==> src/rtl/uart_rx_pkg.sv <==
// Shared types and constants for the configurable UART receiver.
package uart_rx_pkg;

   // Receiver FSM states
   typedef enum logic [2:0] {
      ST_IDLE      = 3'd0,
      ST_START     = 3'd1,
      ST_DATA      = 3'd2,
      ST_PARITY    = 3'd3,
      ST_STOP      = 3'd4,
      ST_WAIT_HIGH = 3'd5
   } rx_state_e;

   // Parity mode encodings for Param_ParityMode
   localparam int PARITY_NONE = 0;
   localparam int PARITY_EVEN = 1;
   localparam int PARITY_ODD  = 2;

   // A FIFO entry is {frame_err, parity_err, data}
   function automatic int fifo_entry_width(input int payload_bits);
      return payload_bits + 2;
   endfunction

endpackage

==> src/rtl/uart_rx_fifo.sv <==
// First-word-fall-through receive FIFO. The head entry is visible on pop_data
// whenever empty is low; push and pop may coincide at any fill level.
module uart_rx_fifo #(
   parameter int W     = 10,
   parameter int DEPTH = 4
) (
   input  logic         clk,
   input  logic         rst_n,
   input  logic         push,
   input  logic [W-1:0] push_data,
   input  logic         pop,
   output logic [W-1:0] pop_data,
   output logic         full,
   output logic         empty
);

   localparam int AW = $clog2(DEPTH);
   localparam logic [AW-1:0] PTR_ONE  = AW'(1);
   localparam logic [AW:0]   CNT_ONE  = (AW+1)'(1);
   localparam logic [AW:0]   CNT_FULL = (AW+1)'(DEPTH);

   logic [W-1:0]  mem [DEPTH];
   logic [AW-1:0] wr_ptr;
   logic [AW-1:0] rd_ptr;
   logic [AW:0]   count;
   logic          do_push;
   logic          do_pop;

   // A pop frees a slot in the same cycle, so a full FIFO still accepts a push
   assign do_pop   = pop & ~empty;
   assign do_push  = push & (~full | do_pop);
   assign full     = (count == CNT_FULL);
   assign empty    = (count == '0);
   assign pop_data = mem[rd_ptr];

   // Storage array, written only on an accepted push
   always_ff @(posedge clk) begin
      if (do_push) mem[wr_ptr] <= push_data;
   end

   // Pointers wrap modulo DEPTH; the extra count bit separates full from empty
   always_ff @(posedge clk or negedge rst_n) begin
      if (!rst_n) begin
         wr_ptr <= '0;
         rd_ptr <= '0;
         count  <= '0;
      end else begin
         if (do_push) wr_ptr <= wr_ptr + PTR_ONE;
         if (do_pop)  rd_ptr <= rd_ptr + PTR_ONE;
         case ({do_push, do_pop})
            2'b10:   count <= count + CNT_ONE;
            2'b01:   count <= count - CNT_ONE;
            default: count <= count;
         endcase
      end
   end

endmodule

==> src/rtl/uart_rx_cfg.sv <==
// Oversampling UART receiver with runtime baud divisor, optional parity,
// 1/2 stop bits, break detection and a small FWFT receive FIFO.
//
// Output handshake: an entry is offered while IO_RxValid_O is high and is
// consumed on every rising clock edge where IO_RxValid_O and IO_RxReady_I are
// both high; data and error flags stay stable until that edge.
module uart_rx_cfg
   import uart_rx_pkg::*;
#(
   parameter int Param_PayloadBits = 8,
   parameter int Param_ParityMode  = 0,
   parameter int Param_StopBits    = 1,
   parameter int Param_DivWidth    = 16,
   parameter int Param_Oversample  = 16,
   parameter int Param_FifoDepth   = 4
) (
   input  logic                         IO_Clk_I,
   input  logic                         IO_Rst_I,
   input  logic                         IO_Rx_I,
   input  logic [Param_DivWidth-1:0]    IO_BaudDiv_I,
   input  logic                         IO_RxReady_I,
   input  logic                         IO_OvrClr_I,
   output logic                         IO_RxValid_O,
   output logic [Param_PayloadBits-1:0] IO_RxData_O,
   output logic                         IO_ParityErr_O,
   output logic                         IO_FrameErr_O,
   output logic                         IO_Overrun_O,
   output logic                         IO_Break_O,
   output rx_state_e                    dbg_state
);

   localparam int PB  = Param_PayloadBits;
   localparam int EW  = fifo_entry_width(PB);
   localparam int OS  = Param_Oversample;
   localparam int OSW = $clog2(OS);

   localparam logic [OSW-1:0] OS_LAST = OSW'(OS - 1);
   localparam logic [OSW-1:0] OS_S0   = OSW'(OS / 2 - 1);
   localparam logic [OSW-1:0] OS_S1   = OSW'(OS / 2);
   localparam logic [OSW-1:0] OS_S2   = OSW'(OS / 2 + 1);
   localparam logic [OSW-1:0] OS_ONE  = OSW'(1);

   localparam logic [Param_DivWidth-1:0] DIV_ONE = Param_DivWidth'(1);

   localparam logic [3:0] LAST_DATA = 4'(PB - 1);
   localparam logic [3:0] LAST_STOP = 4'(Param_StopBits - 1);
   localparam logic       HAS_PAR   = (Param_ParityMode != PARITY_NONE);
   localparam logic       PAR_INV   = (Param_ParityMode == PARITY_ODD);

   rx_state_e                 state;
   logic                      rx_meta;
   logic                      rx_s;
   logic [Param_DivWidth-1:0] div_q;
   logic [Param_DivWidth-1:0] tick_cnt;
   logic [OSW-1:0]            os_cnt;
   logic                      counting;
   logic                      tick;
   logic                      samp_a;
   logic                      samp_b;
   logic                      maj;
   logic                      decide;
   logic [3:0]                bit_cnt;
   logic [PB-1:0]             data_q;
   logic                      perr_q;
   logic                      ferr_q;
   logic                      par_bit_q;
   logic                      stop0_q;
   logic                      first_stop;
   logic                      ferr_next;
   logic                      is_break;
   logic                      push_q;
   logic [EW-1:0]             entry_q;
   logic                      brk_q;
   logic                      ovr_q;
   logic [EW-1:0]             head;
   logic                      full;
   logic                      empty;
   logic                      pop;

   // Two-stage synchroniser preset to the idle level
   always_ff @(posedge IO_Clk_I or negedge IO_Rst_I) begin
      if (!IO_Rst_I) begin
         rx_meta <= 1'b1;
         rx_s    <= 1'b1;
      end else begin
         rx_meta <= IO_Rx_I;
         rx_s    <= rx_meta;
      end
   end

   // Counters only run while a frame is being timed
   assign counting = (state != ST_IDLE) && (state != ST_WAIT_HIGH);
   assign tick     = counting && (tick_cnt == div_q);
   assign decide   = tick && (os_cnt == OS_S2);
   assign maj      = (samp_a & samp_b) | (samp_a & rx_s) | (samp_b & rx_s);

   // Oversample tick generator and per-bit sample counter
   always_ff @(posedge IO_Clk_I or negedge IO_Rst_I) begin
      if (!IO_Rst_I) begin
         tick_cnt <= '0;
         os_cnt   <= '0;
      end else if (!counting) begin
         tick_cnt <= '0;
         os_cnt   <= '0;
      end else if (tick) begin
         tick_cnt <= '0;
         os_cnt   <= (os_cnt == OS_LAST) ? '0 : os_cnt + OS_ONE;
      end else begin
         tick_cnt <= tick_cnt + DIV_ONE;
      end
   end

   // Capture the two early samples; the third is rx_s at the decision tick
   always_ff @(posedge IO_Clk_I or negedge IO_Rst_I) begin
      if (!IO_Rst_I) begin
         samp_a <= 1'b1;
         samp_b <= 1'b1;
      end else begin
         if (tick && os_cnt == OS_S0) samp_a <= rx_s;
         if (tick && os_cnt == OS_S1) samp_b <= rx_s;
      end
   end

   // Stop-bit bookkeeping: break looks at the first stop bit, framing at all
   assign first_stop = (bit_cnt == 4'd0) ? maj : stop0_q;
   assign ferr_next  = ferr_q | ~maj;
   assign is_break   = (data_q == '0) && !par_bit_q && !first_stop;

   // Frame FSM with registered push, entry and break pulse
   always_ff @(posedge IO_Clk_I or negedge IO_Rst_I) begin
      if (!IO_Rst_I) begin
         state     <= ST_IDLE;
         div_q     <= '0;
         bit_cnt   <= '0;
         data_q    <= '0;
         perr_q    <= 1'b0;
         ferr_q    <= 1'b0;
         par_bit_q <= 1'b0;
         stop0_q   <= 1'b1;
         push_q    <= 1'b0;
         entry_q   <= '0;
         brk_q     <= 1'b0;
      end else begin
         push_q <= 1'b0;
         brk_q  <= 1'b0;
         case (state)
            ST_IDLE: begin
               if (!rx_s) begin
                  state     <= ST_START;
                  div_q     <= IO_BaudDiv_I;
                  bit_cnt   <= '0;
                  data_q    <= '0;
                  perr_q    <= 1'b0;
                  ferr_q    <= 1'b0;
                  par_bit_q <= 1'b0;
               end
            end
            ST_START: begin
               if (decide) state <= maj ? ST_IDLE : ST_DATA;
            end
            ST_DATA: begin
               if (decide) begin
                  // LSB arrives first, so shift in from the top
                  data_q <= {maj, data_q[PB-1:1]};
                  if (bit_cnt == LAST_DATA) begin
                     bit_cnt <= '0;
                     state   <= HAS_PAR ? ST_PARITY : ST_STOP;
                  end else begin
                     bit_cnt <= bit_cnt + 4'd1;
                  end
               end
            end
            ST_PARITY: begin
               if (decide) begin
                  par_bit_q <= maj;
                  perr_q    <= maj ^ (^data_q) ^ PAR_INV;
                  state     <= ST_STOP;
               end
            end
            ST_STOP: begin
               if (decide) begin
                  ferr_q <= ferr_next;
                  if (bit_cnt == 4'd0) stop0_q <= maj;
                  if (bit_cnt == LAST_STOP) begin
                     bit_cnt <= '0;
                     if (is_break) begin
                        brk_q <= 1'b1;
                        state <= ST_WAIT_HIGH;
                     end else begin
                        push_q  <= 1'b1;
                        entry_q <= {ferr_next, perr_q, data_q};
                        state   <= rx_s ? ST_IDLE : ST_WAIT_HIGH;
                     end
                  end else begin
                     bit_cnt <= bit_cnt + 4'd1;
                  end
               end
            end
            ST_WAIT_HIGH: begin
               if (rx_s) state <= ST_IDLE;
            end
            default: state <= ST_IDLE;
         endcase
      end
   end

   uart_rx_fifo #(
      .W     (EW),
      .DEPTH (Param_FifoDepth)
   ) u_fifo (
      .clk       (IO_Clk_I),
      .rst_n     (IO_Rst_I),
      .push      (push_q),
      .push_data (entry_q),
      .pop       (pop),
      .pop_data  (head),
      .full      (full),
      .empty     (empty)
   );

   assign pop = IO_RxValid_O & IO_RxReady_I;

   // Sticky overrun: a push dropped at full; set beats clear
   always_ff @(posedge IO_Clk_I or negedge IO_Rst_I) begin
      if (!IO_Rst_I) begin
         ovr_q <= 1'b0;
      end else if (push_q && full && !pop) begin
         ovr_q <= 1'b1;
      end else if (IO_OvrClr_I) begin
         ovr_q <= 1'b0;
      end
   end

   // Head fields are forced to zero while empty so unwritten storage never shows
   assign IO_RxValid_O   = ~empty;
   assign IO_RxData_O    = empty ? '0 : head[PB-1:0];
   assign IO_ParityErr_O = ~empty & head[PB];
   assign IO_FrameErr_O  = ~empty & head[PB+1];
   assign IO_Overrun_O   = ovr_q;
   assign IO_Break_O     = brk_q;
   assign dbg_state      = state;

endmodule

==> config.mk <==
export PLATFORM = sky130hd
export DESIGN_NAME = uart_rx_cfg
export DESIGN_NICKNAME = d
export VERILOG_FILES = /design/src/rtl/uart_rx_pkg.sv /design/src/rtl/uart_rx_fifo.sv /design/src/rtl/uart_rx_cfg.sv
export SDC_FILE = /design/constraint.sdc
export NUM_CORES = 1
export LEC_CHECK = 0
export ABC_AREA = 1
export CAP_MARGIN = 40
export CELL_PAD_IN_SITES_DETAIL_PLACEMENT = 0
export CELL_PAD_IN_SITES_GLOBAL_PLACEMENT = 2
export CORE_MARGIN = 3
export CORE_UTILIZATION = 40
export DETAILED_ROUTE_END_ITERATION = 6
export PLACE_DENSITY = 0.88
export RECOVER_POWER = 25
export SLEW_MARGIN = 20
export SYNTH_ARGS = -nofsm -noshare
export SYNTH_HDL_FRONTEND = slang
export SYNTH_SLANG_ARGS = --single-unit
==> constraint.sdc <==
create_clock -name IO_Clk_I -period 3.7 [get_ports IO_Clk_I]
set_input_delay 0.37 -clock IO_Clk_I [delete_from_list [all_inputs] [get_ports IO_Clk_I]]
set_output_delay 0.37 -clock IO_Clk_I [all_outputs]
set_load 0.005 [all_outputs]
==> results.json, run 1 <==
{
  "status": "finished, violations left",
  "violations": "max-capacitance violations, max-slew violations",
  "cp_slowest_cell": "dfrtp_1",
  "wl_per_cell_um": 12.61,
  "antenna_found_initial": 0,
  "synth_edf_count": 40,
  "die_area_um2": 15960,
  "p_per_area_nw_per_um2": 545.7,
  "synth_top_area_share": 0.3197,
  "endpoint_kind": "output port",
  "synth_nets": 679,
  "fin_crit_ns": 2.815,
  "rsz0062_at_grt": "no",
  "tightest_slew_ns": 2.144,
  "synthMostInstantiatedCell": "nand2_1",
  "cp_data_arrival_time_ns": 2.44,
  "multiInputGateArea_um2": 2193,
  "ys_ff_latch": 119,
  "synth_area_leaders": "dfrtp_1, edfxtp_1, nand2_1, nor2_1, inv_1",
  "cts_buffers": 17,
  "port_buffers": 36,
  "worstHoldPathType": "flop to flop",
  "area_delta_synth_final_pct": 20.39,
  "power_uw": 3806,
  "syn_inst": 642,
  "start_util": 0.4125,
  "first_global_vias": 4072,
  "ys_async_sr_fraction": 0.6639,
  "seqCellArea_um2": 3184,
  "dr.first_iter.drc_count": 192,
  "crit_cells": 4,
  "clockBufferDepth": 2,
  "cts-resized-gates": 0,
  "drc": 0,
  "die_h_um": 126.3,
  "crit_chain": "inv_1 -> o21ai_0 -> a21oi_1 -> clkdlybuf4s50_1",
  "crit_type": "flop to output port",
  "ys.flop_type": "dfrtp_1",
  "clock-skew-final_ns": 0.007412,
  "hold_depth": 0,
  "rows": 43,
  "gp_congestion": 0.7633,
  "syn_area_per_cell_um2": 9.023,
  "drv_cap": 1,
  "dp_hpwl_mm": 7.903,
  "nFillCells": 1300,
  "critPathRequiredTime_ns": 3.33,
  "final_nets": 726,
  "tns_ns": 0,
  "syn_area_um2": 5793,
  "cts_tree": "built",
  "ys_seq_area_frac": 0.5497,
  "num_antenna_cells": 0,
  "grt_start_max_net_pins": 45,
  "ys_top_cells_by_count": "nand2_1, nor2_1, dfrtp_1",
  "coreArea_um2": 14040,
  "first_pass_iters": 6,
  "finalCritPeriodShare": 0.7608,
  "p_leak_uw": 0.003247,
  "r2r_cells": 12,
  "grt.overflow.total": 0,
  "setup_violations": 0,
  "die_w_um": 126.3,
  "viasPerCell": 4.727,
  "hold_viol_final": 0,
  "yosysWarnings": 0,
  "track_usage": 0.1501,
  "relSlewSlack": -0.4296,
  "antenna_left": 0,
  "cp_num_buf_inv": 2,
  "drive_gt1_frac": 0.1125,
  "grt_pass1_wl_mm": 19.24,
  "start_kind": "flop",
  "drv_slew": 36,
  "ios": 37,
  "wl_mm": 11.13,
  "max_freq_mhz": 355.3,
  "synthDistinctLibCells": 43,
  "path_clk_slew_ns": 0.06,
  "synth_area_leader_cell": "dfrtp_1",
  "clockRootBuffer": "clkbuf_16",
  "ir_drop_mv": 0.3386,
  "cp_top_family": "buffers and inverters",
  "cts-htree-levels": 4,
  "worst_path_largest_cell_delay_ns": 0.78,
  "cts_sinks": 119,
  "crit_fanout": 23,
  "dr_total_vias": 4169,
  "insertion_delay_ns": 0.41
}
[through the flow]
stage	hold WS (ns)	worst slack (ns)	instances	util	instance area, µm²
after floorplan	0.07441	1.837	642	-	5793
after global placement	0.3466	1.395	842	0.4476	6285
after detailed placement	0.3509	1.333	845	0.4506	6327
after CTS	0.3383	0.8687	878	0.4943	6940
after global routing	0.3645	0.6758	882	0.4967	6974
final	0.3582	0.8851	882	0.4967	6974
[area by class of cell]
cell class / instances / area share
repair buffers: 45 / 0.06476
clock buffers: 17 / 0.06100
flip-flops and latches: 119 / 0.4566
clock inverters: 15 / 0.02548
inverters: 83 / 0.04539
multi-input cells: 423 / 0.3145
well taps: 180 / 0.03229
[per-layer routing]
metal / wire length (µm) / track usage / vias to the layer above
li1: - / - / 2163
met2: 5074 / 0.2326 / 59
met1: 5484 / 0.2014 / 1929
met4: 176 / 0.05678 / 0
met5: 0 / 0 / -
met3: 390 / 0.04253 / 18
[worst register-to-register path: cells and delay by family (launching register included)]
family | cells | cell delay [ns]
buffers and inverters | 2 | 0.21
and+or+nand+nor | 9 | 1.40
DFF | 1 | 0.42
adders and majority gates | 1 | 0.15
[power breakdown]
part	switching [µW]	total, µW	leakage [µW]	internal, µW
clock network	597	1660	0.000283	1060
logic	314	634	0.00148	320
registers	99.0	1520	0.00148	1420
total	1010	3810	0.00325	2800
[layout by cell type, fill, tap and decap left out, types with 2 or more instances in the layout]
master / synthesis / final
a21oi_1: 28 / 28
and3_1: 2 / 2
buf_4: 2 / 6
bufinv_16: 0 / 3
clkbuf_16: 0 / 17
clkdlybuf4s50_1: 0 / 34
clkinv_1: 1 / 2
clkinv_2: 0 / 2
clkinv_4: 1 / 4
clkinvlp_4: 0 / 4
dfrtp_1: 74 / 74
dfstp_2: 5 / 5
dlygate4sd3_1: 0 / 2
edfxtp_1: 40 / 40
ha_1: 15 / 15
inv_1: 69 / 69
inv_2: 12 / 12
inv_6: 0 / 2
mux2_2: 4 / 4
nand2_1: 136 / 136
nand2_2: 2 / 2
nand2_8: 2 / 2
nand3_1: 32 / 32
nand4_1: 16 / 16
nor2_1: 106 / 106
nor2_2: 4 / 4
nor2_4: 3 / 3
nor3_1: 2 / 2
nor3_2: 2 / 2
nor3b_1: 2 / 2
nor4_1: 4 / 4
o21ai_0: 29 / 29
o21ai_1: 2 / 2
o22ai_1: 4 / 4
xnor2_1: 4 / 4
xor2_1: 15 / 15
[path summary, 6_finish.rpt]
kind                       slack, ns                       end                          from
max                             0.89            IO_RxData_O[4]  u_fifo.rd_ptr[0]$_DFFE_PN0N_
min                             0.36            rx_s$_DFF_PN1_             rx_meta$_DFF_PN1_
max in group asynchronous       1.34    entry_q[0]$_DFFE_PN0P_                      IO_Rst_I
min in group asynchronous       1.12    bit_cnt[3]$_DFFE_PN0P_                      IO_Rst_I
min reg2reg                     0.36            rx_s$_DFF_PN1_             rx_meta$_DFF_PN1_
max reg2reg                     1.45  dbg_state[2]$_DFFE_PN0P_        bit_cnt[0]$_DFFE_PN0P_
[flip-flops by register name (all words and copies together), names as in the netlist, 2 cells and up]
register and flops:
bit_cnt 4, data_q 8, dbg_state 3, div_q 16, entry_q 10, os_cnt 4
tick_cnt 16, u_fifo.count 3, u_fifo.mem 40, u_fifo.rd_ptr 2, u_fifo.wr_ptr 2
[logic make-up after synthesis]
| kind of cell | count (synthesis) | synth area share |
|---|---|---|
| muxes | 4 | 0.007775 |
| AOI/OAI and AO/OA | 67 | 0.06091 |
| DFF | 119 | 0.5497 |
| and+or+nand+nor | 316 | 0.2436 |
| xor gates and xnor gates | 19 | 0.02873 |
| adders and majority gates | 17 | 0.03758 |
| buffers and inverters | 100 | 0.07170 |
[what timing repair did]
item                                   4_1_cts  5_1_grt
endpoints found under the hold margin       35        0
hold buffers                                 1        0
buffers inserted                             0        0
Power figures use the tool's default switching activity.
==> run 2, diff against run 1 <==
- CORE_UTILIZATION: 40 -> 37
- PLACE_DENSITY: 0.88 -> 0.82
- clock period: 3.7 -> 2.6 ns (I/O delays scaled with it)
==> results.json, run 2 (synthesized netlist as in run 1, its figures left out) <==
{
  "clock-skew-final_ns": 0.007900,
  "cts-htree-levels": 4,
  "nFillCells": 1481,
  "final_nets": 731,
  "drc": 0,
  "start_util": 0.3797,
  "first_pass_iters": 5,
  "status": "complete, no violations",
  "viasPerCell": 4.592,
  "largest-register": "u_fifo.mem",
  "pwr-share-seq": 0.396,
  "cp_slowest_cell": "clkdlybuf4s50_1",
  "die_area_um2": 17190,
  "crit_chain": "buf_4 -> nor2_1 -> nor2_1 -> o21ai_0 -> a21oi_1 -> clkdlybuf4s50_1",
  "wl_per_cell_um": 12.44,
  "finalCritPeriodShare": 0.9008,
  "dp_slack_ns": 0.3643,
  "antenna_left": 0,
  "internal_power_uw": 3924,
  "drv_cap": 0,
  "endpoint_kind": "output port",
  "port_buffers": 36,
  "crit_type": "flop to output port",
  "dr.first_iter.drc_count": 196,
  "drv_slew": 0,
  "p_sw_frac": 0.2714,
  "setup_violations": 0,
  "power_switching_uw": 1462,
  "final_cell_mix": "nand2_1, nor2_1, dfrtp_1, inv_1, edfxtp_1",
  "pwr-share-comb": 0.175,
  "clkPwrFrac": 0.429,
  "ios": 37,
  "gp_congestion": 0.7715,
  "cp_top_family": "buffers and inverters",
  "fin_ws_ns": 0.2580,
  "first_global_vias": 4070,
  "final_common_cell": "nand2_1",
  "reg_top3": "u_fifo.mem x40, div_q x16, tick_cnt x16",
  "dp_hpwl_mm": 8.035,
  "relSlewSlack": 0.3169,
  "critPathRequiredTime_ns": 2.34,
  "max_freq_mhz": 427.0,
  "p_per_area_nw_per_um2": 767.6,
  "rows": 45,
  "grt_start_max_net_pins": 39,
  "clockRootBuffer": "clkbuf_16",
  "grt_pass1_wl_mm": 19.82,
  "post_cts_buffers": 0,
  "p_leak_uw": 0.003256,
  "area_delta_synth_final_pct": 21.12,
  "clockBufferDepth": 2,
  "antenna_found_initial": 0,
  "grt.overflow.total": 0,
  "die_w_um": 131.1,
  "dr_total_vias": 4215,
  "tns_ns": 0,
  "cts_sinks": 119,
  "track_usage": 0.1432,
  "ir_drop_mv": 0.5166,
  "die_h_um": 131.1,
  "final_util": 0.4599,
  "crit_fanout": 16,
  "drive_gt1_frac": 0.1259,
  "critPathMostFrequentCell": "nor2_1",
  "start_kind": "flop",
  "seqCellArea_um2": 3187,
  "tightest_slew_ns": 1.025,
  "cts_buffers": 17,
  "fin_crit_ns": 2.342,
  "largest_reg_flops": 40,
  "path_clk_slew_ns": 0.06,
  "num_antenna_cells": 0,
  "placed_area_um2": 6414,
  "worstHoldPathType": "flop to flop",
  "multiInputGateArea_um2": 2193,
  "cp_data_arrival_time_ns": 2.08,
  "insertion_delay_ns": 0.42,
  "coreArea_um2": 15260,
  "hold_viol_final": 0,
  "power_uw": 5386,
  "cp_num_buf_inv": 2,
  "worst_path_largest_cell_delay_ns": 0.53,
  "rsz0062_at_grt": "no",
  "fin_area_um2": 7017,
  "cts_tree": "built",
  "wl_mm": 11.42
}
[run 2: repair_timing]
item                       4_1_cts  5_1_grt
gates resized for setup          0        4
hold buffers                     1        0
hold endpoints to repair        31        0
setup endpoints to repair        0       10
[run 2: power groups by stage]
stage,clock [µW],combinational (µW),sequential [µW]
6_report,2310,944,2130
5_1_grt,2470,1110,2150
4_1_cts,2370,966,2130
3_5_place_dp,0,962,2160
3_3_place_gp,0,948,2160
2_1_floorplan,0,596,2110
[run 2: cell type report]
type / count / share of cell area
inverters: 83 / 0.04565
multi-input cells: 423 / 0.3126
clock buffers: 18 / 0.06259
well taps: 211 / 0.03762
repair buffers: 50 / 0.06598
flip-flops and latches: 119 / 0.4542
clock inverters: 14 / 0.02140
[run 2: metrics by stage]
stage | hold slack [ns] | instances
floorplan | -0.03559 | 642
global placement | 0.2837 | 885
detailed placement | 0.2891 | 885
CTS | 0.2359 | 918
global route | 0.3536 | 918
finish | 0.3476 | 918
[run 2: path summary, 6_finish.rpt]
| kind | startpoint | end | slack (ns) | cells after the start |
|---|---|---|---|---|
| setup reg to reg | u_fifo.count[0]$_DFFE_PN0P_ | u_fifo.count[2]$_DFFE_PN0P_ | 0.46 | 10 |
| hold / removal | rx_meta$_DFF_PN1_ | rx_s$_DFF_PN1_ | 0.35 | 0 |
| hold reg to reg | rx_meta$_DFF_PN1_ | rx_s$_DFF_PN1_ | 0.35 | 0 |
| max in group asynchronous | IO_Rst_I | tick_cnt[10]$_DFF_PN0_ | 1.21 | 3 |
| setup / recovery | u_fifo.rd_ptr[0]$_DFFE_PN0N_ | IO_ParityErr_O | 0.26 | 6 |
| min in group asynchronous | IO_Rst_I | os_cnt[0]$_DFFE_PN0P_ | 0.55 | 2 |
[run 2: worst register-to-register path: stages (launching register included)]
cell and delay, ns:
dfrtp_1 0.38, nor2_1 0.07, nand2_1 0.08, inv_1 0.18, nor2_1 0.27, ha_1 0.19, inv_1 0.07, fa_1 0.38
a21oi_1 0.14, o21ai_0 0.11, xor2_1 0.15
[run 2: per-layer routing]
layer,routed length (µm),vias up,global-route usage
met1,5507,1950,0.1877
li1,-,2185,-
met3,439,19,0.04211
met2,5254,61,0.2249
met4,216,0,0.05601
met5,0,-,0
